--- config.mk ---
export PLATFORM = sky130hd
export DESIGN_NAME = even_sweep_ctrl
export DESIGN_NICKNAME = d
export VERILOG_FILES = /design/src/rtl/even_ctr_pkg.sv /design/src/rtl/sweep_dwell_timer.sv /design/src/rtl/even_sweep_ctrl.sv
export SDC_FILE = /design/constraint.sdc
export NUM_CORES = 1
export LEC_CHECK = 0
export CAP_MARGIN = 20
export CORE_UTILIZATION = 55
export CTS_CLUSTER_SIZE = 40
export DETAILED_ROUTE_END_ITERATION = 6
export DONT_BUFFER_PORTS = 1
export GPL_ROUTABILITY_DRIVEN = 0
export GPL_TIMING_DRIVEN = 1
export HOLD_SLACK_MARGIN = 0.1
export PLACE_DENSITY = 0.71
export SETUP_SLACK_MARGIN = 0.1
export SKIP_CTS_REPAIR_TIMING = 1
export SKIP_LAST_GASP = 1
export SYNTH_ARGS = -nofsm -noshare
export SYNTH_HDL_FRONTEND = slang
export SYNTH_SLANG_ARGS = --single-unit
--- constraint.sdc ---
create_clock -name clk -period 2.9 [get_ports clk]
set_input_delay 0.58 -clock clk [delete_from_list [all_inputs] [get_ports clk]]
set_output_delay 0.58 -clock clk [all_outputs]
set_load 0.02 [all_outputs]
--- src/rtl/even_ctr_pkg.sv ---
// even_ctr_pkg: shared states, counter mode codes and even normalization for the sweep controller and counter
package even_ctr_pkg;

    typedef enum logic [2:0] {
        S_IDLE,
        S_LOAD,
        S_UP,
        S_DWELL_HI,
        S_DOWN,
        S_DWELL_LO,
        S_DONE
    } state_t;

    localparam logic [1:0] C_UP   = 2'b00;
    localparam logic [1:0] C_DOWN = 2'b01;
    localparam logic [1:0] C_HOLD = 2'b11;

    localparam logic [3:0] MIN_EVEN = 4'd0;
    localparam logic [3:0] MAX_EVEN = 4'd14;

    function automatic logic [3:0] even4(input logic [3:0] v);
        return {v[3:1], 1'b0};
    endfunction

endpackage

--- src/rtl/sweep_dwell_timer.sv ---
// sweep_dwell_timer: loadable down-counter that flags the last cycle of an endpoint dwell
module sweep_dwell_timer #(
    parameter int DWELL_CYCLES = 3
) (
    input  logic clk,
    input  logic reset,
    input  logic start,
    output logic expire
);

    logic [3:0] cnt;

    // reload on dwell entry, then count down to zero and stay there
    always_ff @(posedge clk) begin
        if (reset)
            cnt <= '0;
        else
            cnt <= start ? 4'(DWELL_CYCLES) : (cnt != 4'd0) ? cnt - 4'd1 : cnt;
    end

    assign expire = (cnt == 4'd1);

endmodule

--- src/rtl/even_sweep_ctrl.sv ---
// even_sweep_ctrl: drives the even up/down counter through programmed triangle sweeps between two even endpoints
module even_sweep_ctrl
    import even_ctr_pkg::*;
#(
    parameter int DWELL_CYCLES = 3,
    parameter int LOOP_W       = 4
) (
    input  logic              clk,
    input  logic              reset,
    input  logic              start,
    input  logic              abort,
    input  logic [3:0]        cfg_lo,
    input  logic [3:0]        cfg_hi,
    input  logic [LOOP_W-1:0] cfg_loops,
    input  logic [3:0]        ctr_count,
    output logic              ctr_load,
    output logic [3:0]        ctr_data,
    output logic              ctr_count_en,
    output logic [1:0]        ctr_c,
    output logic              busy,
    output logic [LOOP_W-1:0] loops_left,
    output logic              done,
    output logic              cfg_err,
    output logic              aborted
);

    state_t      state, state_n;
    logic [3:0]  lo, hi;
    logic        start_ok, accept, tmr_start, expire;

    assign start_ok = even4(cfg_lo) < even4(cfg_hi);
    assign accept   = (state == S_IDLE) && start && start_ok;

    sweep_dwell_timer #(.DWELL_CYCLES(DWELL_CYCLES)) u_timer (
        .clk    (clk),
        .reset  (reset),
        .start  (tmr_start),
        .expire (expire)
    );

    // state, endpoint capture, loop bookkeeping and the registered cfg_err/aborted pulses
    always_ff @(posedge clk) begin
        if (reset) begin
            state      <= S_IDLE;
            lo         <= MIN_EVEN;
            hi         <= MIN_EVEN;
            loops_left <= '0;
            cfg_err    <= 1'b0;
            aborted    <= 1'b0;
        end else begin
            state      <= state_n;
            lo         <= (state == S_IDLE && start) ? even4(cfg_lo) : lo;
            hi         <= (state == S_IDLE && start) ? even4(cfg_hi) : hi;
            loops_left <= accept ? ((cfg_loops == '0) ? LOOP_W'(1) : cfg_loops)
                        : (state_n == S_IDLE || state_n == S_DONE) ? '0
                        : (state == S_DWELL_LO && state_n == S_UP) ? loops_left - LOOP_W'(1)
                        : loops_left;
            cfg_err    <= (state == S_IDLE) && start && !start_ok;
            aborted    <= abort && (state != S_IDLE);
        end
    end

    // next state and counter drive; abort overrides every transition and freezes the counter at once
    always_comb begin
        state_n      = state;
        tmr_start    = 1'b0;
        ctr_load     = (state == S_LOAD);
        ctr_data     = lo;
        ctr_c        = (state == S_UP) ? C_UP : (state == S_DOWN) ? C_DOWN : C_HOLD;
        ctr_count_en = !abort && (((state == S_UP) && (ctr_count != hi)) ||
                                  ((state == S_DOWN) && (ctr_count != lo)));
        busy         = (state != S_IDLE);
        done         = (state == S_DONE);
        case (state)
            S_IDLE:     state_n = accept ? S_LOAD : S_IDLE;
            S_LOAD:     state_n = S_UP;
            S_UP: begin
                tmr_start = (ctr_count == hi);
                state_n   = (ctr_count == hi) ? S_DWELL_HI : S_UP;
            end
            S_DWELL_HI: state_n = expire ? S_DOWN : S_DWELL_HI;
            S_DOWN: begin
                tmr_start = (ctr_count == lo);
                state_n   = (ctr_count == lo) ? S_DWELL_LO : S_DOWN;
            end
            S_DWELL_LO: state_n = !expire ? S_DWELL_LO : (loops_left == LOOP_W'(1)) ? S_DONE : S_UP;
            S_DONE:     state_n = S_IDLE;
            default:    state_n = S_IDLE;
        endcase
        if (abort && state != S_IDLE)
            state_n = S_IDLE;
    end

endmodule

Yosys cells after proc, flatten, opt, wreduce, memory -nomap -nowiden:

Cells that the tools add are included.

* bits in registers: 19
* input bits: 20
* output and inout bits: 16
* word-level logic and storage cells: 62

* $add $sub $neg: 2
* magnitude comparators: 1
* eq/ne operators: 14
* muxes and demuxes: 17
* reduce and logical (&&, ||, !) cells: 20

Operators with widths (count)
* $pmux 3 s6: 1
* $mux 4: 4
* $eq 3x3->1 const B: 4
* $mux 3: 4
* $eq 3x2->1 const B: 3
* $eq 4x1->1 const B: 2
* $eq 4x4->1: 2
* $logic_and 1x1->1: 8
* $mux 2: 4
* $ne 4x4->1: 2
* $sub 4x1->4 const B: 2
* $logic_not 3->1: 2
* $reduce_bool 3->1: 2
* $logic_not 4->1: 1
* $lt 4x4->1: 1
* $reduce_bool 4->1: 1
* $eq 3x1->1 const B: 1
* $mux 1: 3
* $logic_not 1->1: 2
* $logic_or 1x1->1: 2
* $pmux 1 s2: 1
* $reduce_bool 2->1: 1
* $reduce_or 2->1: 1

Depth between registers and ports, before layout:

Gate-level depths: netlist (run 1).

* depth after elaboration: 11
* gate-level depth with buffers: 8
* depth with buffers taken out: 8

Hierarchy:

A second synthesis (run 1) with hierarchy kept.

* cell total of the unflattened synthesis: 139
* area, all modules: 1194.9 um^2

Modules (own cells, without submodules)
* even_sweep_ctrl: times used 1, cells an instance 118, area an instance 974.7 um^2, seq. area each 300.3 um^2
* sweep_dwell_timer: times used 1, cells an instance 21, area an instance 220.2 um^2, seq. area each 80.1 um^2

Worst setup path after synthesis (run 1):

OpenSTA, ideal clock, no wires.

* path type: input-to-output
* start point: in ctr_count[3]
* end point: out ctr_count_en
* arrival: 1.500 ns
* required time: 2.320 ns
* slack: 0.820 ns
* stages on the path: 4
* buffers on the path: 0
* cell sequence: xor2_1 -> or4_1 -> a31oi_1 -> nor2_1

* word-level cells in the longest chain between the ends: 4
* elaborated cells on any way between the ends: 6
* those cells by class: eq/ne: 2; reduce/logical: 4

RTL lines
* start, declared: line even_sweep_ctrl.sv:15 `input logic [3:0] ctr_count,`
* $ne 4x4->1 (on tied branches): line even_sweep_ctrl.sv:70, even_sweep_ctrl.sv:71
* $logic_and 1x1->1 (on tied branches): line even_sweep_ctrl.sv:70, even_sweep_ctrl.sv:71
* $logic_or 1x1->1 *: line even_sweep_ctrl.sv:70 `ctr_count_en = !abort && (((state == S_UP) && (ctr_count != hi)) ||`
* $logic_and 1x1->1 *: line even_sweep_ctrl.sv:70
* end, declared: line even_sweep_ctrl.sv:18 `output logic ctr_count_en,`

Every way passes the cells marked *; elsewhere a longest branch is shown, timed or not.

Worst setup path after layout (run 1):

* start point: reg state[2]
* end point: out ctr_count_en

* word-level cells in the longest chain between the ends: 4
* elaborated cells on any way between the ends: 6
* those cells by class: eq/ne: 2; reduce/logical: 4

RTL lines
* start, declared: line even_sweep_ctrl.sv:27 `state_t state, state_n;`
* start signal, assigned: line even_sweep_ctrl.sv:51 `state <= state_n;`
* $eq 3x2->1 or $eq 3x3->1 (tied branches): line even_sweep_ctrl.sv:70, even_sweep_ctrl.sv:71
* $logic_and 1x1->1 (on tied branches): line even_sweep_ctrl.sv:70, even_sweep_ctrl.sv:71
* $logic_or 1x1->1 *: line even_sweep_ctrl.sv:70
* $logic_and 1x1->1 *: line even_sweep_ctrl.sv:70

Marks and branches as above.

==> results.sh, run 1 <==
export IMPL_outcome="finished, final reports clean"
export IMPL_grt_pass1_wl_mm=4.298
export IMPL_layout_drive_gt1_share_pct=5.806
export IMPL_crit_fanout=12
export IMPL_antenna_cells=0
export IMPL_critical_path_arrival_ns=1.73
export IMPL_core_area_um2=2042
export IMPL_maxSlewViolCount=0
export IMPL_critPathLaunchType="flop"
export IMPL_synth_seq_cells=19
export IMPL_area_growth_pct=1.906
export IMPL_overflow=0
export IMPL_cts_max_path_buffers=2
export IMPL_grt_max_degree=19
export IMPL_powerDensity_nw_per_um2=590.7
export IMPL_netlist_top_cells_area="dfxtp_1 (30%), ha_1 (7.0%), nand2_1 (6.9%), a21oi_1 (5.2%), xnor2_1 (4.9%)"
export IMPL_initial_core_util_pct=61.09
export IMPL_drcViolationCount=0
export IMPL_io_buffers=0
export IMPL_slew_headroom_pct=54.64
export IMPL_synth_main_ff_cell="dfxtp_1"
export IMPL_cts_sinks=19
export IMPL_skew_ns=0.006825
export IMPL_tightest_slew_ns=0.6789
export IMPL_max_freq_mhz=433.1
export IMPL_vias=1075
export IMPL_dieHeight_um=49.63
export IMPL_cp_end_kind="primary output"
export IMPL_rows=16
export IMPL_yosysTopAreaCellShare_pct=30.49
export IMPL_wl_per_cell_um=14.32
export IMPL_cts_htree_levels=1
export IMPL_grtUsageTotal_pct=22.50
export IMPL_synth_area_um2=1247
export IMPL_antenna_found_initial=0
export IMPL_fin_crit_ns=2.309
export IMPL_yosysUniqueCellTypes=41
export IMPL_drt_iter0_drc=41
export IMPL_fin_crit_sh_pct=79.61
export IMPL_synth_largest_area_cell="dfxtp_1"
export IMPL_required_ns=2.32
export IMPL_rsz0062_at_grt="no"
export IMPL_synthArstFlopShare_pct=0
export IMPL_die_area_um2=2463
export IMPL_nets=183
export IMPL_ir_drop_v=0.0003436
export IMPL_setup_viol=0
export IMPL_syn_num_nets=186
export IMPL_ios=36
export IMPL_fp_dieW_um=49.63
export IMPL_criticalPathCategory="reg2out"
export IMPL_p_leak_nw=0.4780
export IMPL_tns_ns=0
export IMPL_wl_mm=2.606
export IMPL_cts_tree="yes"
export IMPL_cap_violations=0
export IMPL_vias_per_cell=5.907
export IMPL_final_core_util_pct=62.25
export IMPL_ant_nets=0
export IMPL_seq_area_frac_synth_pct=30.49
export IMPL_grt_pass1_vias=977
export IMPL_numCtsBuffers=3
export IMPL_dp_hpwl_mm=1.935
export IMPL_syn_area_per_cell_um2=7.846
export IMPL_drt_first_pass_iters=4
export IMPL_synth_edf_count=0
export IMPL_synth_cells=159
export IMPL_clk_pin_slew_ns=0.12
export IMPL_clkLatencyLatePin_ns=0.30
export IMPL_cts_root_buf="clkbuf_4"
export IMPL_synth_warnings=0
export IMPL_hold_viol=0
export IMPL_hold_path_class="in2reg"
flip-flops by register name, indices dropped and copies added, names as in the netlist:
| signal | flops |
|---|---|
| cfg_err | 1 |
| ctr_data | 3 |
| u_timer.cnt | 4 |
| state | 3 |
| aborted | 1 |
| loops_left | 4 |
| hi | 3 |
routing by layer:
metal | up-vias | track usage (%) | part of all wire (%) | wire length [um]
met5 | - | 0 | 0 | 0
li1 | 552 | - | - | -
met1 | 490 | 30.74 | 47 | 1231
met3 | 0 | 5.556 | 6.2 | 161
met4 | 0 | 5.714 | 0 | 0
met2 | 33 | 35.14 | 47 | 1212
cell usage in the layout, fill, tap and decap left out, types with 3 or more instances in the layout:
cell      instances
clkbuf_4          3
a31oi_1           3
o21ai_0           6
xnor2_1           7
nor3_1            9
a21oi_1          13
nor3b_1           3
dfxtp_1          19
nand3_1           5
nand2_1          23
nor2_1            9
inv_1             9
ha_1              7
and2_1            3
xor2_1            4
cell usage after synthesis (all sizes together) (2+ instances only):
library cell	instances
nor3	9
xnor2	7
clkbuf	5
a311oi	4
a31oi	3
or3b	2
a211oi	2
buf	3
a21oi	13
and2	3
o22a	2
nand3	5
dfxtp	19
inv	9
ha	7
a21o	2
nand2	23
nor2	9
xor2	4
nor3b	3
o21ai	7
or4	2
a22oi	2
nand2b	2
worst max-delay path: stages, from the launching register on:
cell and delay (ns):
dfxtp_1 0.57, nand2b_1 0.22, nor3_1 0.21, a31oi_1 0.06, nor2_1 0.36
cell families after synthesis:
logic type               after synthesis  share of synthesized area (%)
AND/OR/NAND/NOR                       64                          25.88
AO/OA/AOI/OAI                         40                          22.97
flip-flops                            19                          30.49
buffers and inverters                 17                          5.617
XOR/XNOR                              11                          7.723
adder cells (fa/ha/maj)                7                          7.021
other                                  1                         0.3006
power by group:
group	internal, W	switching, W
Sequential	0.000301	0.0000534
Combinational	0.000119	0.000138
Clock	0.0000535	0.0000863
Total	0.000473	0.000278
stage by stage:
stage	total power, W	std cells	cell area (um2)	setup WS, ns	hold WS, ns
after floorplan	0.0005796	159	1247	0.8199	0.4481
after global placement	0.0006064	178	1245	0.7189	0.4474
after detailed placement	0.0006158	178	1245	0.7464	0.4532
after CTS	0.0007536	182	1271	0.6135	0.3221
after global routing	0.0008047	182	1271	0.4458	0.3150
final	0.0007509	182	1271	0.5913	0.3260
worst paths after layout:
| check | start | end | slack [ns] | depth (start not counted) |
|---|---|---|---|---|
| worst max-delay path | state[2]$_SDFF_PP0_ | ctr_count_en | 0.59 | 4 |
| worst min-delay path | reset | loops_left[0]$_SDFFE_PP0P_ | 0.33 | 1 |
| worst max register to register | loops_left[1]$_SDFFE_PP0P_ | loops_left[1]$_SDFFE_PP0P_ | 0.69 | 8 |
| worst min register to register | hi[3]$_SDFFE_PP0P_ | hi[3]$_SDFFE_PP0P_ | 0.47 | 2 |
final cells by class:
class / count / area [um2]
flip-flops and latches: 19 / 380.4
clock buffers: 4 / 26.28
multi-input cells: 123 / 797.0
inverters: 9 / 33.78
fillers: 209 / 770.7
well taps: 27 / 33.78
Note: power is estimated with default switching activity, not from simulation.
==> run 2, diff against run 1 <==
==> constraint.sdc (replaced) <==
create_clock -name clk -period 2.4 [get_ports clk]
set_input_delay 0.48 -clock clk [delete_from_list [all_inputs] [get_ports clk]]
set_output_delay 0.48 -clock clk [all_outputs]
set_load 0.02 [all_outputs]
==> results.sh, run 2 (synthesis gave the netlist of run 1 again) <==
export IMPL_critPathLaunchType="flop"
export IMPL_drcViolationCount=0
export IMPL_fin_crit_ns=2.147
export IMPL_cts_max_path_buffers=2
export IMPL_max_freq_mhz=465.8
export IMPL_skew_ns=0.007248
export IMPL_timing_rr_end="loops_left[2]$_SDFFE_PP0P_"
export IMPL_maxSlewViolCount=0
export IMPL_hp_start="reset"
export IMPL_tns_ns=0
export IMPL_core_area_um2=2042
export IMPL_powerDensity_nw_per_um2=695.8
export IMPL_ant_nets=0
export IMPL_reg_top3="loops_left: 4 flops, u_timer.cnt: 4 flops"
export IMPL_setup_ws_ns=0.2531
export IMPL_crit_fanout=2
export IMPL_fp_dieW_um=49.63
export IMPL_cts_htree_levels=1
export IMPL_outcome="finished, final reports clean"
export IMPL_layout_common_cells="nand2_1 (23), dfxtp_1 (19), a21oi_1 (13)"
export IMPL_grtUsageTotal_pct=23.37
export IMPL_ir_drop_v=0.0004185
export IMPL_cap_violations=0
export IMPL_die_area_um2=2463
export IMPL_overflow=0
export IMPL_drt_iter0_drc=34
export IMPL_fin_crit_sh_pct=89.45
export IMPL_area_growth_pct=5.015
export IMPL_p_leak_nw=0.5077
export IMPL_rows=16
export IMPL_rrSetupSlack_ns=0.30
export IMPL_reg2regPathDepth=6
export IMPL_cts_tree="yes"
export IMPL_tightest_slew_ns=0.5443
export IMPL_antenna_cells=0
export IMPL_grt_max_degree=19
export IMPL_setup_viol=0
export IMPL_hold_path_class="in2reg"
export IMPL_dp_hpwl_mm=1.985
export IMPL_min_path_cells=1
export IMPL_critical_path_arrival_ns=1.67
export IMPL_hold_viol=0
export IMPL_cp_end_kind="primary output"
export IMPL_vias_per_cell=6.037
export IMPL_antenna_found_initial=0
export IMPL_clkLatencyLatePin_ns=0.30
export IMPL_cts_root_buf="clkbuf_4"
export IMPL_cts_sinks=19
export IMPL_nets=188
export IMPL_rsz0062_at_grt="no"
export IMPL_grt_pass1_vias=1031
export IMPL_slew_headroom_pct=63.44
export IMPL_vias=1129
export IMPL_wl_per_cell_um=14.24
export IMPL_layout_drive_gt1_share_pct=9.375
export IMPL_wl_met3_um=146
export IMPL_initial_core_util_pct=61.09
export IMPL_hold_path_end="ctr_data[2]$_SDFFE_PP0P_"
export IMPL_final_common_cell="nand2_1"
export IMPL_ios=36
export IMPL_drt_first_pass_iters=4
export IMPL_dieHeight_um=49.63
export IMPL_p_total_w=0.0009115
export IMPL_top_layer="met4"
export IMPL_clk_pin_slew_ns=0.12
export IMPL_io_buffers=0
export IMPL_final_core_util_pct=64.15
export IMPL_r2r_start="state[1]$_SDFF_PP0_"
export IMPL_drt_met1_wl_mm=1.263
export IMPL_grt_pass1_wl_mm=4.498
export IMPL_criticalPathCategory="reg2out"
export IMPL_required_ns=1.92
export IMPL_wl_mm=2.663
export IMPL_dp_slack_ns=0.3156
export IMPL_numCtsBuffers=3
export IMPL_route_met2_wl_mm=1.228
-- run 2: cell count changes in the layout (fill, tap and decap cells not counted), sizes merged --
cell / change
clkbuf: -1
clkinv: +1
buf: +5
-- run 2: critical path, cell delays in order (launching register included) --
cell and delay [ns]:
dfxtp_1 0.34, xor2_1 0.15, or4_1 0.53, a31oi_1 0.21, nor2_1 0.14
-- run 2: where the power goes --
part           switching (W)  internal, W
Sequential         0.0000608     0.000363
Clock               0.000108    0.0000621
Combinational       0.000169     0.000148
-- run 2: worst max-delay path by stage --
stage,start,to,cells after the start
2_1_floorplan,ctr_count[3],loops_left[1]$_SDFFE_PP0P_,6
3_3_place_gp,loops_left[0]$_SDFFE_PP0P_,loops_left[1]$_SDFFE_PP0P_,7
3_5_place_dp,state[1]$_SDFF_PP0_,loops_left[2]$_SDFFE_PP0P_,6
4_1_cts,hi[3]$_SDFFE_PP0P_,ctr_count_en,4
5_1_grt,state[1]$_SDFF_PP0_,loops_left[2]$_SDFFE_PP0P_,6
6_report,hi[3]$_SDFFE_PP0P_,ctr_count_en,4
-- run 2: final cells by class --
| cell class | count | area (um2) |
|---|---|---|
| multi-input cells | 123 | 797.0 |
| fillers | 207 | 732.0 |
| flip-flops and latches | 19 | 380.4 |
| repair buffers | 5 | 37.54 |
| inverters | 9 | 33.78 |
| well taps | 27 | 33.78 |
| clock buffers | 3 | 22.52 |
| clock inverters | 1 | 5.005 |
-- run 2: stage by stage --
| stage | hold slack (ns) | instances | instance area, um2 |
|---|---|---|---|
| 2_1_floorplan | 0.4481 | 159 | 1247 |
| 3_3_place_gp | 0.4476 | 183 | 1282 |
| 3_5_place_dp | 0.4523 | 183 | 1282 |
| 4_1_cts | 0.2186 | 187 | 1310 |
| 5_1_grt | 0.2014 | 187 | 1310 |
| 6_report | 0.2234 | 187 | 1310 |
-- run 2: metal layers --
metal | up-vias | GRT usage [%]
li1 | 568 | -
met4 | 0 | 6.667
met2 | 33 | 36.94
met3 | 5 | 6.173
met5 | - | 0
met1 | 523 | 31.00
==> run 3, diff against run 2 <==
--- a/config.mk
+++ b/config.mk
@@ -6,6 +6,7 @@
 export NUM_CORES = 1
 export LEC_CHECK = 0
 export CAP_MARGIN = 20
+export CORE_ASPECT_RATIO = 0.9
 export CORE_UTILIZATION = 55
 export CTS_CLUSTER_SIZE = 40
 export DETAILED_ROUTE_END_ITERATION = 6
==> results.sh, run 3 (synthesis gave the netlist of run 1 again) <==
export IMPL_grt_pass1_wl_mm=4.105
export IMPL_layout_common_cells="nand2_1 (23), dfxtp_1 (19), a21oi_1 (13)"
export IMPL_setup_viol=0
export IMPL_cts_max_path_buffers=2
export IMPL_reg_top3="loops_left: 4 flops, u_timer.cnt: 4 flops"
export IMPL_cap_violations=0
export IMPL_cp_end_kind="primary output"
export IMPL_cts_tree="yes"
export IMPL_route_met2_wl_mm=1.223
export IMPL_cts_htree_levels=1
export IMPL_tns_ns=0
export IMPL_cts_root_buf="clkbuf_4"
export IMPL_wl_mm=2.677
export IMPL_vias=1135
export IMPL_max_freq_mhz=461.5
export IMPL_r2r_start="loops_left[0]$_SDFFE_PP0P_"
export IMPL_fin_crit_sh_pct=90.28
export IMPL_area_growth_pct=4.113
export IMPL_io_buffers=0
export IMPL_criticalPathCategory="reg2out"
export IMPL_placed_cells=180
export IMPL_hold_ws_ns=0.2233
export IMPL_slew_headroom_pct=65.73
export IMPL_numCtsBuffers=3
export IMPL_drt_first_pass_iters=4
export IMPL_grtUsageTotal_pct=23.27
export IMPL_fin_cells=184
export IMPL_rows=15
export IMPL_rsz0062_at_grt="no"
export IMPL_final_core_util_pct=64.07
export IMPL_vias_per_cell=6.168
export IMPL_skew_ns=0.007058
export IMPL_critPathLaunchType="flop"
export IMPL_clkLatencyLatePin_ns=0.30
export IMPL_final_common_cell="nand2_1"
export IMPL_min_path_cells=1
export IMPL_drt_iter0_drc=32
export IMPL_fp_dieW_um=52.20
export IMPL_ant_nets=0
export IMPL_drt_met1_wl_mm=1.182
export IMPL_overflow=0
export IMPL_fin_crit_ns=2.167
export IMPL_ios=36
export IMPL_hold_path_end="loops_left[2]$_SDFFE_PP0P_"
export IMPL_crit_fanout=2
export IMPL_hp_start="reset"
export IMPL_antenna_found_initial=0
export IMPL_p_total_w=0.0009074
export IMPL_critical_path_arrival_ns=1.69
export IMPL_hold_path_class="in2reg"
export IMPL_cts_sinks=19
export IMPL_reg2regPathDepth=7
export IMPL_nets=187
export IMPL_wl_per_cell_um=14.55
export IMPL_p_leak_nw=0.4997
export IMPL_dieHeight_um=47.18
export IMPL_grt_pass1_vias=925
export IMPL_die_area_um2=2463
export IMPL_outcome="finished, final reports clean"
export IMPL_hold_viol=0
export IMPL_powerDensity_nw_per_um2=698.7
export IMPL_required_ns=1.92
export IMPL_antenna_cells=0
export IMPL_clk_pin_slew_ns=0.11
export IMPL_tightest_slew_ns=0.5102
export IMPL_dp_hpwl_mm=2.039
export IMPL_initial_core_util_pct=61.54
export IMPL_timing_rr_end="loops_left[1]$_SDFFE_PP0P_"
export IMPL_ir_drop_v=0.0004209
export IMPL_core_area_um2=2027
export IMPL_layout_drive_gt1_share_pct=8.176
export IMPL_grt_max_degree=19
export IMPL_maxSlewViolCount=0
export IMPL_rrSetupSlack_ns=0.25
export IMPL_top_layer="met4"
export IMPL_fillCellCount=195
export IMPL_wl_met3_um=237
export IMPL_drcViolationCount=0
[run 3: cell count changes in the layout (fill, tap and decap cells not counted), sizes merged]
cell,before,now
clkinv,1,0
buf,5,4
clkbuf,3,4
[run 3: worst max path at each step]
stage,startpoint,endpoint,slack (ns),cells after the start
2_1_floorplan,ctr_count[3],loops_left[1]$_SDFFE_PP0P_,0.50,6
3_3_place_gp,loops_left[1]$_SDFFE_PP0P_,loops_left[1]$_SDFFE_PP0P_,0.37,8
3_5_place_dp,loops_left[1]$_SDFFE_PP0P_,loops_left[1]$_SDFFE_PP0P_,0.32,8
4_1_cts,hi[3]$_SDFFE_PP0P_,ctr_count_en,0.22,4
5_1_grt,ctr_data[2]$_SDFFE_PP0P_,ctr_count_en,0.12,6
6_report,hi[3]$_SDFFE_PP0P_,ctr_count_en,0.23,4
[run 3: per-stage QoR]
step / cell area, um2 / setup WS, ns
floorplan: 1247 / 0.4955
global route: 1299 / 0.1156
finish: 1299 / 0.2332
global placement: 1272 / 0.3696
detailed placement: 1272 / 0.3208
CTS: 1299 / 0.2206
[run 3: report_power, final]
group | total (W) | internal [W] | switching, W
combinational | 0.000315 | 0.000147 | 0.000167
sequential | 0.000425 | 0.000363 | 0.0000614
clock | 0.000168 | 0.0000649 | 0.000103
[run 3: critical path, cell delays in order, from the launching register on]
cell and delay (ns):
dfxtp_1 0.34, xor2_1 0.16, or4_1 0.55, a31oi_1 0.21
nor2_1 0.14
[run 3: area by class of cell]
type	count	area, um2	share of cell area, %
inverters	9	33.78	2.601
flip-flops and latches	19	380.4	29.29
repair buffers	4	30.03	2.312
well taps	25	31.28	2.408
clock buffers	4	26.28	2.023
multi-input cells	123	797.0	61.37
[run 3: per-layer routing]
layer | track usage [%] | up-vias
met1 | 28.85 | 526
met4 | 6.316 | 0
met2 | 37.95 | 44
met3 | 9.385 | 5
li1 | - | 560
met5 | 0 | -
